**src/rtl/axi_line_master_pkg.sv**
```systemverilog
`default_nettype none
// ============================================================================
//  Module   : axi_line_master_pkg
//  Purpose  : Shared AXI encodings, FSM state codes and sizing helper for
//             the cache line master.
//  Revision : 1.0  initial release
// ============================================================================
package axi_line_master_pkg;

  // AXI burst / response encodings
  localparam logic [1:0] AXI_BURST_INCR  = 2'b01;
  localparam logic [1:0] AXI_RESP_OKAY   = 2'b00;
  localparam logic [1:0] AXI_RESP_SLVERR = 2'b10;

  // Master FSM state codes
  localparam logic [2:0] ST_IDLE = 3'd0;
  localparam logic [2:0] ST_AW   = 3'd1;
  localparam logic [2:0] ST_W    = 3'd2;
  localparam logic [2:0] ST_B    = 3'd3;
  localparam logic [2:0] ST_AR   = 3'd4;
  localparam logic [2:0] ST_R    = 3'd5;

  // Ceiling log2, usable in constant expressions
  function automatic int clogb2(input int value);
    int r;
    r = 0;
    for (int i = 0; i < 31; i++) begin
      if ((1 << i) < value) r = i + 1;
    end
    return r;
  endfunction

endpackage
`default_nettype wire

```
**src/rtl/axi_line_master.sv**
```systemverilog
`default_nettype none
// ============================================================================
//  Module   : axi_line_master
//  Purpose  : AXI4 master for cache line traffic. A refill is one INCR read
//             burst, a dirty-line writeback is one INCR write burst. One
//             transaction in flight, fixed ID 0, line-aligned addresses.
//  Revision : 1.0  initial release
// ============================================================================
module axi_line_master
  import axi_line_master_pkg::*;
#(
  parameter int C_M_AXI_ID_WIDTH   = 1,
  parameter int C_M_AXI_ADDR_WIDTH = 32,
  parameter int C_M_AXI_DATA_WIDTH = 32,
  parameter int C_LINE_WORDS       = 4
) (
  input  logic                                       S_AXI_ACLK,
  input  logic                                       rst,
  // cache refill side
  input  logic                                       rd_req,
  input  logic [C_M_AXI_ADDR_WIDTH-1:0]              rd_addr,
  output logic                                       rd_ack,
  output logic                                       rd_beat_vld,
  output logic [C_M_AXI_DATA_WIDTH-1:0]              rd_beat_data,
  output logic [clogb2(C_LINE_WORDS)-1:0]            rd_beat_idx,
  output logic                                       rd_done,
  // cache writeback side
  input  logic                                       wr_req,
  input  logic [C_M_AXI_ADDR_WIDTH-1:0]              wr_addr,
  input  logic [C_LINE_WORDS*C_M_AXI_DATA_WIDTH-1:0] wr_line,
  output logic                                       wr_ack,
  output logic                                       wr_done,
  output logic                                       bus_err,
  // AXI write address
  output logic [C_M_AXI_ID_WIDTH-1:0]                M_AXI_AWID,
  output logic [C_M_AXI_ADDR_WIDTH-1:0]              M_AXI_AWADDR,
  output logic [7:0]                                 M_AXI_AWLEN,
  output logic [2:0]                                 M_AXI_AWSIZE,
  output logic [1:0]                                 M_AXI_AWBURST,
  output logic                                       M_AXI_AWLOCK,
  output logic [3:0]                                 M_AXI_AWCACHE,
  output logic [2:0]                                 M_AXI_AWPROT,
  output logic [3:0]                                 M_AXI_AWQOS,
  output logic [3:0]                                 M_AXI_AWREGION,
  output logic                                       M_AXI_AWVALID,
  input  logic                                       M_AXI_AWREADY,
  // AXI write data
  output logic [C_M_AXI_DATA_WIDTH-1:0]              M_AXI_WDATA,
  output logic [C_M_AXI_DATA_WIDTH/8-1:0]            M_AXI_WSTRB,
  output logic                                       M_AXI_WLAST,
  output logic                                       M_AXI_WVALID,
  input  logic                                       M_AXI_WREADY,
  // AXI write response
  input  logic [C_M_AXI_ID_WIDTH-1:0]                M_AXI_BID,
  input  logic [1:0]                                 M_AXI_BRESP,
  input  logic                                       M_AXI_BVALID,
  output logic                                       M_AXI_BREADY,
  // AXI read address
  output logic [C_M_AXI_ID_WIDTH-1:0]                M_AXI_ARID,
  output logic [C_M_AXI_ADDR_WIDTH-1:0]              M_AXI_ARADDR,
  output logic [7:0]                                 M_AXI_ARLEN,
  output logic [2:0]                                 M_AXI_ARSIZE,
  output logic [1:0]                                 M_AXI_ARBURST,
  output logic                                       M_AXI_ARLOCK,
  output logic [3:0]                                 M_AXI_ARCACHE,
  output logic [2:0]                                 M_AXI_ARPROT,
  output logic [3:0]                                 M_AXI_ARQOS,
  output logic [3:0]                                 M_AXI_ARREGION,
  output logic                                       M_AXI_ARVALID,
  input  logic                                       M_AXI_ARREADY,
  // AXI read data
  input  logic [C_M_AXI_ID_WIDTH-1:0]                M_AXI_RID,
  input  logic [C_M_AXI_DATA_WIDTH-1:0]              M_AXI_RDATA,
  input  logic [1:0]                                 M_AXI_RRESP,
  input  logic                                       M_AXI_RLAST,
  input  logic                                       M_AXI_RVALID,
  output logic                                       M_AXI_RREADY
);

  localparam int C_BYTES    = C_M_AXI_DATA_WIDTH / 8;
  localparam int C_IDX_W    = clogb2(C_LINE_WORDS);
  localparam int C_OFF_BITS = clogb2(C_LINE_WORDS * C_BYTES);

  localparam logic [7:0]             C_LEN       = 8'(C_LINE_WORDS - 1);
  localparam logic [2:0]             C_SIZE      = 3'(clogb2(C_BYTES));
  localparam logic [C_IDX_W-1:0]     C_IDX_LAST  = C_IDX_W'(C_LINE_WORDS - 1);
  localparam logic [C_IDX_W-1:0]     C_IDX_ONE   = C_IDX_W'(1);
  localparam logic [C_M_AXI_ADDR_WIDTH-1:0] C_ADDR_MASK =
    ~(C_M_AXI_ADDR_WIDTH'((1 << C_OFF_BITS) - 1));

  logic [2:0]                    state_q, state_d;
  logic [C_M_AXI_ADDR_WIDTH-1:0] addr_q;
  logic [C_IDX_W-1:0]            beat_q;
  logic [C_M_AXI_DATA_WIDTH-1:0] line_q [C_LINE_WORDS];
  logic                          rd_done_q;
  logic                          bus_err_q;

  logic idle_free, accept_wr, accept_rd;
  logic w_hs, r_hs, b_hs, last_beat;

  // Response IDs are not checked: only one transaction is ever in flight.
  logic unused_ids;
  assign unused_ids = ^{M_AXI_BID, M_AXI_RID};

  // Request acceptance and channel handshake decode
  always_comb begin
    // No accept while rd_done is pulsing, so a request in that cycle waits one cycle.
    idle_free = (state_q == ST_IDLE) && !rst && !rd_done_q;
    accept_wr = idle_free && wr_req;
    accept_rd = idle_free && rd_req && !wr_req;
    w_hs      = (state_q == ST_W) && M_AXI_WREADY;
    r_hs      = (state_q == ST_R) && M_AXI_RVALID;
    b_hs      = (state_q == ST_B) && M_AXI_BVALID;
    last_beat = (beat_q == C_IDX_LAST);
  end

  // FSM state register
  always_ff @(posedge S_AXI_ACLK) begin
    if (rst) state_q <= ST_IDLE;
    else     state_q <= state_d;
  end

  // FSM next-state logic
  always_comb begin
    state_d = state_q;
    case (state_q)
      ST_IDLE: begin
        if (accept_wr)      state_d = ST_AW;
        else if (accept_rd) state_d = ST_AR;
      end
      ST_AW:   if (M_AXI_AWREADY)          state_d = ST_W;
      ST_W:    if (w_hs && last_beat)      state_d = ST_B;
      ST_B:    if (M_AXI_BVALID)           state_d = ST_IDLE;
      ST_AR:   if (M_AXI_ARREADY)          state_d = ST_R;
      // Read burst ends on RLAST even when it arrives at the wrong beat.
      ST_R:    if (r_hs && M_AXI_RLAST)    state_d = ST_IDLE;
      default:                             state_d = ST_IDLE;
    endcase
  end

  // Address latch, beat counter, done pulse and sticky error flag
  always_ff @(posedge S_AXI_ACLK) begin
    if (rst) begin
      addr_q    <= '0;
      beat_q    <= '0;
      rd_done_q <= 1'b0;
      bus_err_q <= 1'b0;
    end else begin
      rd_done_q <= r_hs && M_AXI_RLAST;
      if (accept_wr || accept_rd) begin
        addr_q <= (accept_wr ? wr_addr : rd_addr) & C_ADDR_MASK;
        beat_q <= '0;
      end else if (w_hs || r_hs) begin
        beat_q <= beat_q + C_IDX_ONE;
      end
      if (r_hs && ((M_AXI_RRESP != AXI_RESP_OKAY) || (M_AXI_RLAST != last_beat)))
        bus_err_q <= 1'b1;
      if (b_hs && (M_AXI_BRESP != AXI_RESP_OKAY))
        bus_err_q <= 1'b1;
    end
  end

  // Writeback line capture; the cache may reuse wr_line after wr_ack
  always_ff @(posedge S_AXI_ACLK) begin
    if (accept_wr) begin
      for (int i = 0; i < C_LINE_WORDS; i++)
        line_q[i] <= wr_line[i*C_M_AXI_DATA_WIDTH +: C_M_AXI_DATA_WIDTH];
    end
  end

  // FSM outputs; payloads are zero outside their own phase
  always_comb begin
    rd_ack         = 1'b0;
    wr_ack         = 1'b0;
    rd_beat_vld    = 1'b0;
    rd_beat_data   = '0;
    rd_beat_idx    = '0;
    wr_done        = 1'b0;
    M_AXI_AWID     = '0;
    M_AXI_AWADDR   = '0;
    M_AXI_AWLEN    = '0;
    M_AXI_AWSIZE   = '0;
    M_AXI_AWBURST  = '0;
    M_AXI_AWLOCK   = 1'b0;
    M_AXI_AWCACHE  = '0;
    M_AXI_AWPROT   = '0;
    M_AXI_AWQOS    = '0;
    M_AXI_AWREGION = '0;
    M_AXI_AWVALID  = 1'b0;
    M_AXI_WDATA    = '0;
    M_AXI_WSTRB    = '0;
    M_AXI_WLAST    = 1'b0;
    M_AXI_WVALID   = 1'b0;
    M_AXI_BREADY   = 1'b0;
    M_AXI_ARID     = '0;
    M_AXI_ARADDR   = '0;
    M_AXI_ARLEN    = '0;
    M_AXI_ARSIZE   = '0;
    M_AXI_ARBURST  = '0;
    M_AXI_ARLOCK   = 1'b0;
    M_AXI_ARCACHE  = '0;
    M_AXI_ARPROT   = '0;
    M_AXI_ARQOS    = '0;
    M_AXI_ARREGION = '0;
    M_AXI_ARVALID  = 1'b0;
    M_AXI_RREADY   = 1'b0;
    case (state_q)
      ST_IDLE: begin
        rd_ack = accept_rd;
        wr_ack = accept_wr;
      end
      ST_AW: begin
        M_AXI_AWVALID = 1'b1;
        M_AXI_AWADDR  = addr_q;
        M_AXI_AWLEN   = C_LEN;
        M_AXI_AWSIZE  = C_SIZE;
        M_AXI_AWBURST = AXI_BURST_INCR;
      end
      ST_W: begin
        // Only reachable after the AW handshake, so W never precedes AW.
        M_AXI_WVALID = 1'b1;
        M_AXI_WDATA  = line_q[beat_q];
        M_AXI_WSTRB  = '1;
        M_AXI_WLAST  = last_beat;
      end
      ST_B: begin
        M_AXI_BREADY = 1'b1;
        wr_done      = M_AXI_BVALID;
      end
      ST_AR: begin
        M_AXI_ARVALID = 1'b1;
        M_AXI_ARADDR  = addr_q;
        M_AXI_ARLEN   = C_LEN;
        M_AXI_ARSIZE  = C_SIZE;
        M_AXI_ARBURST = AXI_BURST_INCR;
      end
      ST_R: begin
        M_AXI_RREADY = 1'b1;
        rd_beat_vld  = M_AXI_RVALID;
        rd_beat_data = M_AXI_RDATA;
        rd_beat_idx  = beat_q;
      end
      default: ;
    endcase
  end

  assign rd_done = rd_done_q;
  assign bus_err = bus_err_q;

endmodule
`default_nettype wire

```
**config.mk**
```make
export PLATFORM = sky130hd
export DESIGN_NAME = axi_line_master
export DESIGN_NICKNAME = d
export VERILOG_FILES = /design/src/rtl/axi_line_master_pkg.sv /design/src/rtl/axi_line_master.sv
export SDC_FILE = /design/constraint.sdc
export NUM_CORES = 1
export LEC_CHECK = 0
export BUFFER_PORTS_ARGS = -buffer_cell sky130_fd_sc_hd__buf_4
export CAP_MARGIN = 20
export CORE_AREA = 2 2 172 174
export CTS_CLUSTER_DIAMETER = 30
export DETAILED_ROUTE_END_ITERATION = 7
export DIE_AREA = 0 0 174 176
export PLACE_DENSITY = 0.64
export REMOVE_ABC_BUFFERS = 1
export SLEW_MARGIN = 30
export SYNTH_ARGS = -nofsm -noshare
export SYNTH_HDL_FRONTEND = slang
export SYNTH_SLANG_ARGS = --single-unit
```
**constraint.sdc**
```tcl
create_clock -name S_AXI_ACLK -period 4 [get_ports S_AXI_ACLK]
set_input_delay 0.4 -clock S_AXI_ACLK [delete_from_list [all_inputs] [get_ports S_AXI_ACLK]]
set_output_delay 0.4 -clock S_AXI_ACLK [all_outputs]
set_load 0.03 [all_outputs]
```
# ---- Word level (Yosys, flattened, before mapping)
# Memories as Yosys holds them, arrays and structs flattened. A register that Yosys moved wholly into a read port is not among the register bits.
# Index checks and enable logic that the tools add are counted.
dict set report op_classes {
  eq_ne 13
  mux 37
  n_reduce_logical 24
  addsub 1
}
# op count
set ops {}
lappend ops {{$mux 32} 5}
lappend ops {{$mux 3} 7}
lappend ops {{$pmux 3 s6} 1}
lappend ops {{$mux 1} 16}
lappend ops {{$mux 2} 7}
lappend ops {{$logic_and 1x1->1} 12}
lappend ops {{$eq 3x2->1 const B} 2}
lappend ops {{$eq 3x3->1 const B} 2}
lappend ops {{$ne 2x2->1 const B} 3}
lappend ops {{$reduce_and 6->1} 1}
lappend ops {{$reduce_bool 2->1} 3}
lappend ops {{$mux 4} 1}
lappend ops {{$ne 2x1->1 const B} 2}
lappend ops {{$eq 3x1->1 const B} 1}
lappend ops {{$logic_not 1->1} 3}
lappend ops {{$logic_not 3->1} 1}
lappend ops {{$logic_or 1x1->1} 3}
lappend ops {{$ne 3x3->1 const B} 1}
lappend ops {{$add 2x1->2 const B} 1}
lappend ops {{$eq 2x2->1 const B} 1}
lappend ops {{$reduce_or 2->1} 1}
lappend ops {{$ne 1x1->1} 1}
dict set report word_totals {
  mem_count 1
  in_bits 240
  mem_bits_rw 128
  out_inout_bits 206
  ff_bits 35
  wordCells 81
}
# memory words word_bits rd rd_ports_with_merged_regs write_ports line_no
set mem_list {}
lappend mem_list {line_q 4 32 1 1 4 axi_line_master.sv:94} ;# logic [C_M_AXI_DATA_WIDTH-1:0] line_q [C_LINE_WORDS];

# ---- Depth between registers and ports, before layout
# Gate-level depths: netlist of run 1.
dict set report logic_depth {
  ltp_word 8
  mapped_depth 7
  ltp_nobuf 5
}

# ---- Worst setup path before layout of run 1
# Ideal clock, no wire load.
dict set report synth_timing {
  path_type {in2reg}
  start {in rst}
  end {mem line_q[0][0] (enable)}
  required_time_ps 3519
  arrival_time_ps 3538
  slack_ps -19
  cell_stages 5
  n_path_buf 2
  setup_time_ps 481
  path_cell_list {buf_4 nor3_4 nand3_2 buf_2 inv_1}
}
# element line_no
set synth_lines {}
lappend synth_lines {{start, declared} axi_line_master.sv:18} ;# input logic rst,
lappend synth_lines {{end, declared} axi_line_master.sv:94}

# ---- Final worst setup path of run 1
dict set report layout_timing {
  start {reg state_q[0]}
  end {out wr_ack}
}
dict set report layout_between {
  elab_chain_len 5
}
# element line_no
set layout_lines {}
lappend layout_lines {{start, declared} axi_line_master.sv:91} ;# logic [2:0] state_q, state_d;
lappend layout_lines {{start signal, assigned} axi_line_master.sv:120} ;# else state_q <= state_d;
lappend layout_lines {{$logic_not 3->1 *} {axi_line_master.sv:108, axi_line_master.sv:207}}
lappend layout_lines {{$logic_and 1x1->1 (2 in a row)} axi_line_master.sv:108} ;# idle_free = (state_q == ST_IDLE) && !rst && !rd_done_q;
lappend layout_lines {{$logic_and 1x1->1} axi_line_master.sv:109} ;# accept_wr = idle_free && wr_req;
lappend layout_lines {{$mux 1 *} axi_line_master.sv:207} ;# case (state_q)
lappend layout_lines {{end, declared} axi_line_master.sv:31} ;# output logic wr_ack,
# Every way passes the cells marked *; elsewhere a longest branch is shown, timed or not.

==> results of run 1 <==
==> worst min-delay path by stage <==
stage,to,slack (ps),depth (start not counted)
final,line_q[0][4],150,1
after detailed placement,addr_q[20],460,2
after CTS,line_q[0][4],130,1
after global placement,addr_q[5],450,2
after floorplan,addr_q[10],440,2
after global routing,line_q[0][12],120,1
==> worst register-to-register path, stage by stage, from the launching register on <==
cell	delay, ps
dfxtp_1	440
nor2_4	590
nand3_2	210
inv_4	370
buf_12	390
==> per-layer routing <==
metal / track usage, % / routed length (um) / part of all wire (%)
met4: 3.466 / 181 / 0.84
met2: 22.33 / 10440 / 48
met1: 17.19 / 8637 / 40
met5: 0 / 23 / 0.11
met3: 5.405 / 2291 / 11
==> state kept, by name (all words and copies together) (netlist names), named ones only <==
| register | count |
|---|---|
| addr_q | 28 |
| beat_q | 2 |
| bus_err | 1 |
| line_q | 128 |
| rd_done | 1 |
| state_q | 3 |
==> layout make-up <==
| cell class | instances | area, um2 | area share, % |
|---|---|---|---|
| flip-flops and latches | 165 | 4587 | 40.50 |
| repair buffers | 382 | 2880 | 25.43 |
| multi-input cells | 343 | 2743 | 24.22 |
| well taps | 384 | 480.5 | 4.243 |
| clock buffers | 17 | 425.4 | 3.756 |
| clock inverters | 14 | 187.7 | 1.657 |
| inverters | 5 | 21.27 | 0.1878 |
==> power groups by stage <==
stage / clock (mW) / combinational, mW / sequential (mW)
floorplan: 0 / 0.454 / 2.11
global placement: 0 / 0.806 / 2.12
detailed placement: 0 / 0.815 / 2.12
CTS: 1.80 / 0.816 / 2.08
global route: 1.86 / 0.866 / 2.10
finish: 1.73 / 0.806 / 2.08
==> stage by stage <==
stage               setup slack, ps  TNS (ps)  util (%)
finish                         1301         0     39.67
global route                   1153         0     39.67
CTS                            1265         0     39.67
detailed placement             1586         0     37.52
global placement               1608         0     37.52
floorplan                     -1569   -135030         -
==> layout by cell type (no fill, tap or decap), types with 2 or more instances in the layout <==
master | synthesis | final
a21oi_1 | 2 | 2
a31oi_1 | 2 | 2
and2_1 | 98 | 98
and3_1 | 30 | 30
and3b_2 | 2 | 2
buf_4 | 76 | 381
bufinv_16 | 0 | 3
clkbuf_16 | 0 | 17
clkinvlp_4 | 0 | 2
conb_1 | 1 | 60
dfxtp_1 | 37 | 35
dfxtp_2 | 0 | 2
edfxtp_1 | 128 | 128
inv_1 | 4 | 2
inv_2 | 1 | 2
inv_6 | 0 | 5
inv_8 | 0 | 3
mux2i_1 | 57 | 57
mux4_2 | 32 | 32
nand2_1 | 30 | 30
nand3_1 | 2 | 2
nor3_1 | 4 | 3
nor3_2 | 1 | 2
nor3b_1 | 2 | 2
o21ai_0 | 2 | 2
xor2_1 | 2 | 2
==> kinds of logic (layout without fill, tap and decap cells) <==
group	Yosys count	in the layout	share of synthesized area, %
AND/OR/NAND/NOR	179	179	13.69
flip-flops	165	165	57.86
buffers and inverters	114	418	10.39
multiplexers	90	90	16.44
AO/OA/AOI/OAI	11	11	1.200
XOR/XNOR	2	2	0.2211
adder cells (fa/ha/maj)	1	1	0.1579
other	1	60	0.04733
==> results.tsv, run 1 <==
stage	metric	value	unit
sta	Worst-Margin Slew	931.1	ps
power	P_leak	5.101	nW
floorplan	full die area	0.03062	mm2
synthesis	Synth cell types	43	
synthesis	Synth Warn #	0	
synthesis	count leader, synth	edfxtp_1	
detailed_routing	number of vias in the routed layout	5427	
synthesis	Seq cells post-synth	165	
critical_path	cell repeated most along the worst path	buf_4	
power	Psw	1.252	mW
critical_path	Worst Path Buf+Inv	3	
power	Peak VDD IR	0.0002575	V
critical_path	Reg2Reg Setup Slack	1590	ps
critical_path	critical path depth in cells	5	
detailed_routing	post-DR vias/cell	4.143	
global_route	largest net degree at the start of global routing	73	
critical_path	worst r2r dst	line_q[2][6]	
sta	Tmin final	2699	ps
sta	Slew Viols, Final	0	
clocking	post_cts resized	0	
place	Post-DP HPWL	15.82	mm
critical_path	CP top delay family	simple AND/OR/NAND/NOR gates	
critical_path	Slowest-stage cell, CP	nor2_4	
synthesis	cells taking the most area after synthesis	edfxtp_1, dfxtp_1, mux4_2, and2_1, mux2i_1	
global_route	Total Routing Usage GR	13.75	%
clocking	CTS tree	yes	
floorplan	number of placement rows	62	
critical_path	R2R depth	4	
place	port bufs	375	
synthesis	Mean Syn Cell Area	14.07	um2
synthesis	EDFF count, synth	128	
critical_path	crit-path max FO	32	
power	clock network fraction of total power	37.5	%
power	Sw Share	27.09	%
global_route	vias in the first global route	5526	
critical_path	beginning of the critical path	state_q[0]	
power	PwrDens	408.1	mW/mm2
floorplan	CORE AREA	0.02855	mm2
global_route	first-pass GRT wire length	32.05	mm
floorplan	io pins	446	
critical_path	CP endpoint	wr_ack	
sta	f_max	370.5	MHz
synthesis	top-area cell type share of the netlist area	48.51	%
power	Design Power	4.622	mW
finish	fill count	2745	
sta	final setup vio count	0	
synthesis	top post-synthesis cells by count	edfxtp_1, and2_1, buf_4	
synthesis	cell taking the most area after synthesis	edfxtp_1	
synthesis	Post-Syn Area	0.007924	mm2
critical_path	WS Path Type	reg -> out	
clocking	Clock Tree Buf Depth	2	
clocking	Sink Count	165	
sta	setup skew after layout	8.572	ps
synthesis	Synth Instances	563	
worst_hold_path	worst hold-check path type	in -> reg	
power	internal power	3.370	mW
clocking	Hold Buf Count CTS	0	
detailed_routing	DR iter-0 viols	235	
detailed_routing	TritonRoute pass-1 iters	4	
floorplan	Die X-Extent	174	um
power	Gate power share	17.4	%
synthesis	post-synthesis sequential area ratio	57.86	%
global_route	gr ovfl total	0	
clocking	Post-CTS Setup Bufs	0	
clocking	CTS Root Cell	clkbuf_16	
critical_path	Crit path required time	3600	ps
finish	fin nets	1155	
finish	P&R area growth vs syn	42.92	%
finish	Antenna diodes	0	
finish	Layout Cells excl Fill	1310	
critical_path	Worst Setup End Kind	primary output	
finish	fin area	0.01132	mm2
place	Inst Count DP	1279	
sta	period utilization	67.47	%
detailed_routing	routed len/inst	16.47	um
sta	RSZ-0062 raised after global routing	no	
critical_path	launching point of the worst reg2reg path	state_q[0]	
sta	WHS	151.4	ps
global_route	initial antenna violation count	2	
clocking	clk_lat worst skew	420	ps
synthesis	main flop type after synthesis	edfxtp_1	
detailed_routing	final WL	21.57	mm
place	placed inst area	0.01071	mm2
critical_path	worst-path cell chain	nor2_4, nand3_2, buf_4, inv_1, buf_4	
worst_hold_path	Hold Startpoint	wr_line[4]	
floorplan	Starting Density	27.76	%
place	Final Wtd Congestion	0.7415	
clocking	clk slew on worst S/H paths	80	ps
detailed_routing	DRC viols	0	
floorplan	Die Y	176	um
power	Reg power frac	45.1	%
outcome	status	completed	
clocking	H-tree levels	4	
synthesis	Synth async-reset ratio	0	%
job	Max-Cap Viols	0	
sta	final hold vios	0	
clocking	total CTS buffers	17	
detailed_routing	ANT nets after route	0	
critical_path	crit path launch type	flip-flop	
finish	layout cell share with drive strength beyond 1	50.00	%
critical_path	crit-path max cell delay	590	ps
critical_path	Critical Path AT	2300	ps
sta	max-slew headroom at the worst pin	37.93	%
Power figures use the tool's default switching activity.
==> run 2: changes to the inputs <==
--- a/config.mk
+++ b/config.mk
@@ -5,13 +5,14 @@
 export SDC_FILE = /design/constraint.sdc
 export NUM_CORES = 1
 export LEC_CHECK = 0
+export ABC_AREA = 1
 export BUFFER_PORTS_ARGS = -buffer_cell sky130_fd_sc_hd__buf_4
 export CAP_MARGIN = 20
-export CORE_AREA = 2 2 172 174
+export CORE_AREA = 2 2 176 178
 export CTS_CLUSTER_DIAMETER = 30
 export DETAILED_ROUTE_END_ITERATION = 7
-export DIE_AREA = 0 0 174 176
-export PLACE_DENSITY = 0.64
+export DIE_AREA = 0 0 178 180
+export PLACE_DENSITY = 0.6
 export REMOVE_ABC_BUFFERS = 1
 export SLEW_MARGIN = 30
 export SYNTH_ARGS = -nofsm -noshare
==> constraint.sdc (replaced) <==
create_clock -name S_AXI_ACLK -period 2.8 [get_ports S_AXI_ACLK]
set_input_delay 0.28 -clock S_AXI_ACLK [delete_from_list [all_inputs] [get_ports S_AXI_ACLK]]
set_output_delay 0.28 -clock S_AXI_ACLK [all_outputs]
set_load 0.03 [all_outputs]
==> results.tsv, run 2 <==
stage	metric	value	unit	change
outcome	status	completed		
clocking	clk slew on worst S/H paths	70	ps	about the same
detailed_routing	TritonRoute pass-1 iters	4		unchanged
clocking	clk_lat worst skew	420	ps	about the same
place	Post-DP HPWL	17.90	mm	+13%
finish	fin nets	1437		+24%
synthesis	Seq cells post-synth	165		unchanged
synthesis	synthesized-area fraction occupied by adder cells	0.1594	%	+0.0015 points
sta	setup slack after layout	411.8	ps	-889.2 ps
floorplan	CORE AREA	0.03019	mm2	+5.8%
clocking	post_cts resized	0		unchanged
synthesis	Synth Warn #	0		unchanged
sta	period utilization	85.29	%	
clocking	total CTS buffers	17		unchanged
critical_path	crit-path max FO	24		-25%
place	pre-CTS WS	759.7	ps	-826.1 ps
synthesis	main flop type after synthesis	edfxtp_1		
synthesis	EDFF count, synth	128		unchanged
detailed_routing	DRC viols	0		unchanged
finish	max reg flops	128		unchanged
floorplan	Die X-Extent	178	um	+2.3%
critical_path	WS Path Type	reg -> out		
critical_path	Crit path required time	2520	ps	-1080 ps
synthesis	cells taking the most area after synthesis	edfxtp_1, nor2_1, dfxtp_1, buf_4, o21ai_0		
critical_path	Critical Path AT	2110	ps	-190 ps
finish	layout cell share with drive strength beyond 1	38.63	%	-11 points
clocking	Sink Count	165		unchanged
finish	register area	0.004587	mm2	unchanged
place	Inst Count DP	1565		+22%
floorplan	Die Y	180	um	+2.3%
finish	most flop-heavy register	line_q		
global_route	gr ovfl total	0		unchanged
critical_path	Worst Setup End Kind	primary output		
finish	Top Registers	line_q: 128 flops, addr_q: 28 flops, state_q: 3 flops		
clocking	CTS tree	yes		
synthesis	post-synthesis sequential area ratio	58.42	%	+0.56 points
place	Final Wtd Congestion	0.7804		+5.2%
worst_hold_path	worst hold-check path type	in -> reg		
synthesis	cell taking the most area after synthesis	edfxtp_1		
sta	WHS	30.45	ps	-120.9 ps
synthesis	simple-gate portion of the synthesized area	15.15	%	+1.5 points
sta	final setup vio count	0		unchanged
global_route	Total Routing Usage GR	14.58	%	+0.83 points
clocking	Clock Tree Buf Depth	2		unchanged
finish	Layout Cells excl Fill	1607		+23%
sta	RSZ-0062 raised after global routing	no		
synthesis	Post-Synth XOR/XNOR Area	0.1116	%	-0.11 points
sta	f_max	418.7	MHz	
floorplan	io pins	446		unchanged
place	port bufs	375		unchanged
sta	setup skew after layout	9.729	ps	+1.157 ps
clocking	Post-CTS Setup Bufs	0		unchanged
power	P_leak	5.254	nW	+3.0%
synthesis	main combinational cell family by area after synthesis	simple AND/OR/NAND/NOR gates		
detailed_routing	final WL	24.19	mm	+12%
detailed_routing	number of vias in the routed layout	6803		+25%
detailed_routing	routed len/inst	15.05	um	-8.6%
synthesis	Synth cell types	32		-26%
floorplan	full die area	0.03204	mm2	+4.6%
global_route	vias in the first global route	6496		+18%
detailed_routing	ANT nets after route	0		unchanged
finish	most common cell after layout, fill and taps aside	buf_4		
global_route	largest net degree at the start of global routing	39		-47%
synthesis	Synth async-reset ratio	0	%	unchanged
floorplan	Starting Density	25.99	%	-1.8 points
global_route	first-pass GRT wire length	35.86	mm	+12%
detailed_routing	DR iter-0 viols	261		+11%
clocking	CTS Root Cell	clkbuf_16		
finish	fill count	3076		+12%
floorplan	number of placement rows	64		+3.2%
job	Max-Cap Viols	0		unchanged
synthesis	Synth Instances	831		+48%
sta	max-slew headroom at the worst pin	51.55	%	+14 points
synthesis	Mean Syn Cell Area	9.443	um2	-33%
synthesis	top post-synthesis cells by count	nor2_1, edfxtp_1, inv_1		
finish	most frequent cells in the layout	buf_4, nor2_1, edfxtp_1, inv_1, o21ai_0		
synthesis	count leader, synth	nor2_1		
sta	final hold vios	0		unchanged
sta	Worst-Margin Slew	725.7	ps	-205.4 ps
critical_path	crit path launch type	flip-flop		
global_route	initial antenna violation count	2		unchanged
sta	Slew Viols, Final	0		unchanged
synthesis	top-area cell type share of the netlist area	48.98	%	+0.47 points
power	PwrDens	748.6	mW/mm2	+83%
power	Peak VDD IR	0.0003447	V	+34%
synthesis	Post-Syn Area	0.007848	mm2	-0.96%
finish	area of the multi-input gates	0.002399	mm2	-13%
detailed_routing	post-DR vias/cell	4.233		+2.2%
clocking	H-tree levels	4		unchanged
sta	Tmin final	2388	ps	
place	placed inst area	0.01084	mm2	+1.2%
synthesis	post-synthesis mux area share	0	%	-16 points
synthesis	Synth Area in Compound Gates	12.28	%	+11 points
finish	P&R area growth vs syn	47.40	%	
finish	fin area	0.01157	mm2	+2.1%
run 2: logic make-up (layout without fill, tap and decap cells):
family | count (synthesis) | count (layout)
AND/OR/NAND/NOR | 297 | 297
buffers and inverters | 207 | 526
flip-flops | 165 | 165
AO/OA/AOI/OAI | 159 | 159
adder cells (fa/ha/maj) | 1 | 1
other | 1 | 62
XOR/XNOR | 1 | 1
run 2: layout make-up:
class / count / area share [%]
antenna: 2 / 0.04327
clock buffer: 17 / 3.678
clock inverter: 15 / 1.871
inverter: 91 / 2.975
multi-input combinational: 518 / 20.74
sequential: 165 / 39.65
tap: 396 / 4.283
timing repair buffer: 403 / 26.76
run 2: per-layer routing:
metal  track usage (%)  up-vias  part of all wire (%)
li1                  -     3323                     -
met1             16.73     3159                    40
met2             25.77      301                    49
met3             4.505       20                   8.6
met4             4.361        0                   1.7
met5                 0        -                     0
run 2: per-stage QoR:
step           utilization (%)  setup TNS, ps  power [mW]
3_5_place_dp             35.91              0       6.132
3_3_place_gp             35.91              0       6.096
2_1_floorplan                -        -171060       4.988
4_1_cts                  38.03              0       8.760
6_report                 38.32              0       8.660
5_1_grt                  38.32              0       9.124
run 2: worst max-delay path, stage by stage (launching register included):
cell and delay (ps):
dfxtp_1 520, inv_1 90, nor2_2 120, nand2_2 230
buf_4 330, a21oi_1 180, buf_4 190
run 2: path summary, 6_finish.rpt:
check	slack, ps	to	depth (start not counted)	startpoint
max	410	M_AXI_WDATA[19]	6	state_q[1]
min	30	line_q[3][15]	1	wr_line[111]
max reg2reg	790	addr_q[19]	7	state_q[2]
min reg2reg	490	bus_err	2	bus_err
run 2: timing repair:
action	in CTS	in global routing
hold buffers	0	8
endpoints found under the setup margin	0	0
endpoints found under the hold margin	0	8
run 2: power breakdown:
part / total [mW] / switching, mW / internal, mW
Combinational: 2.84 / 1.87 / 0.969
Sequential: 3.22 / 0.121 / 3.10
Clock: 2.60 / 1.07 / 1.53
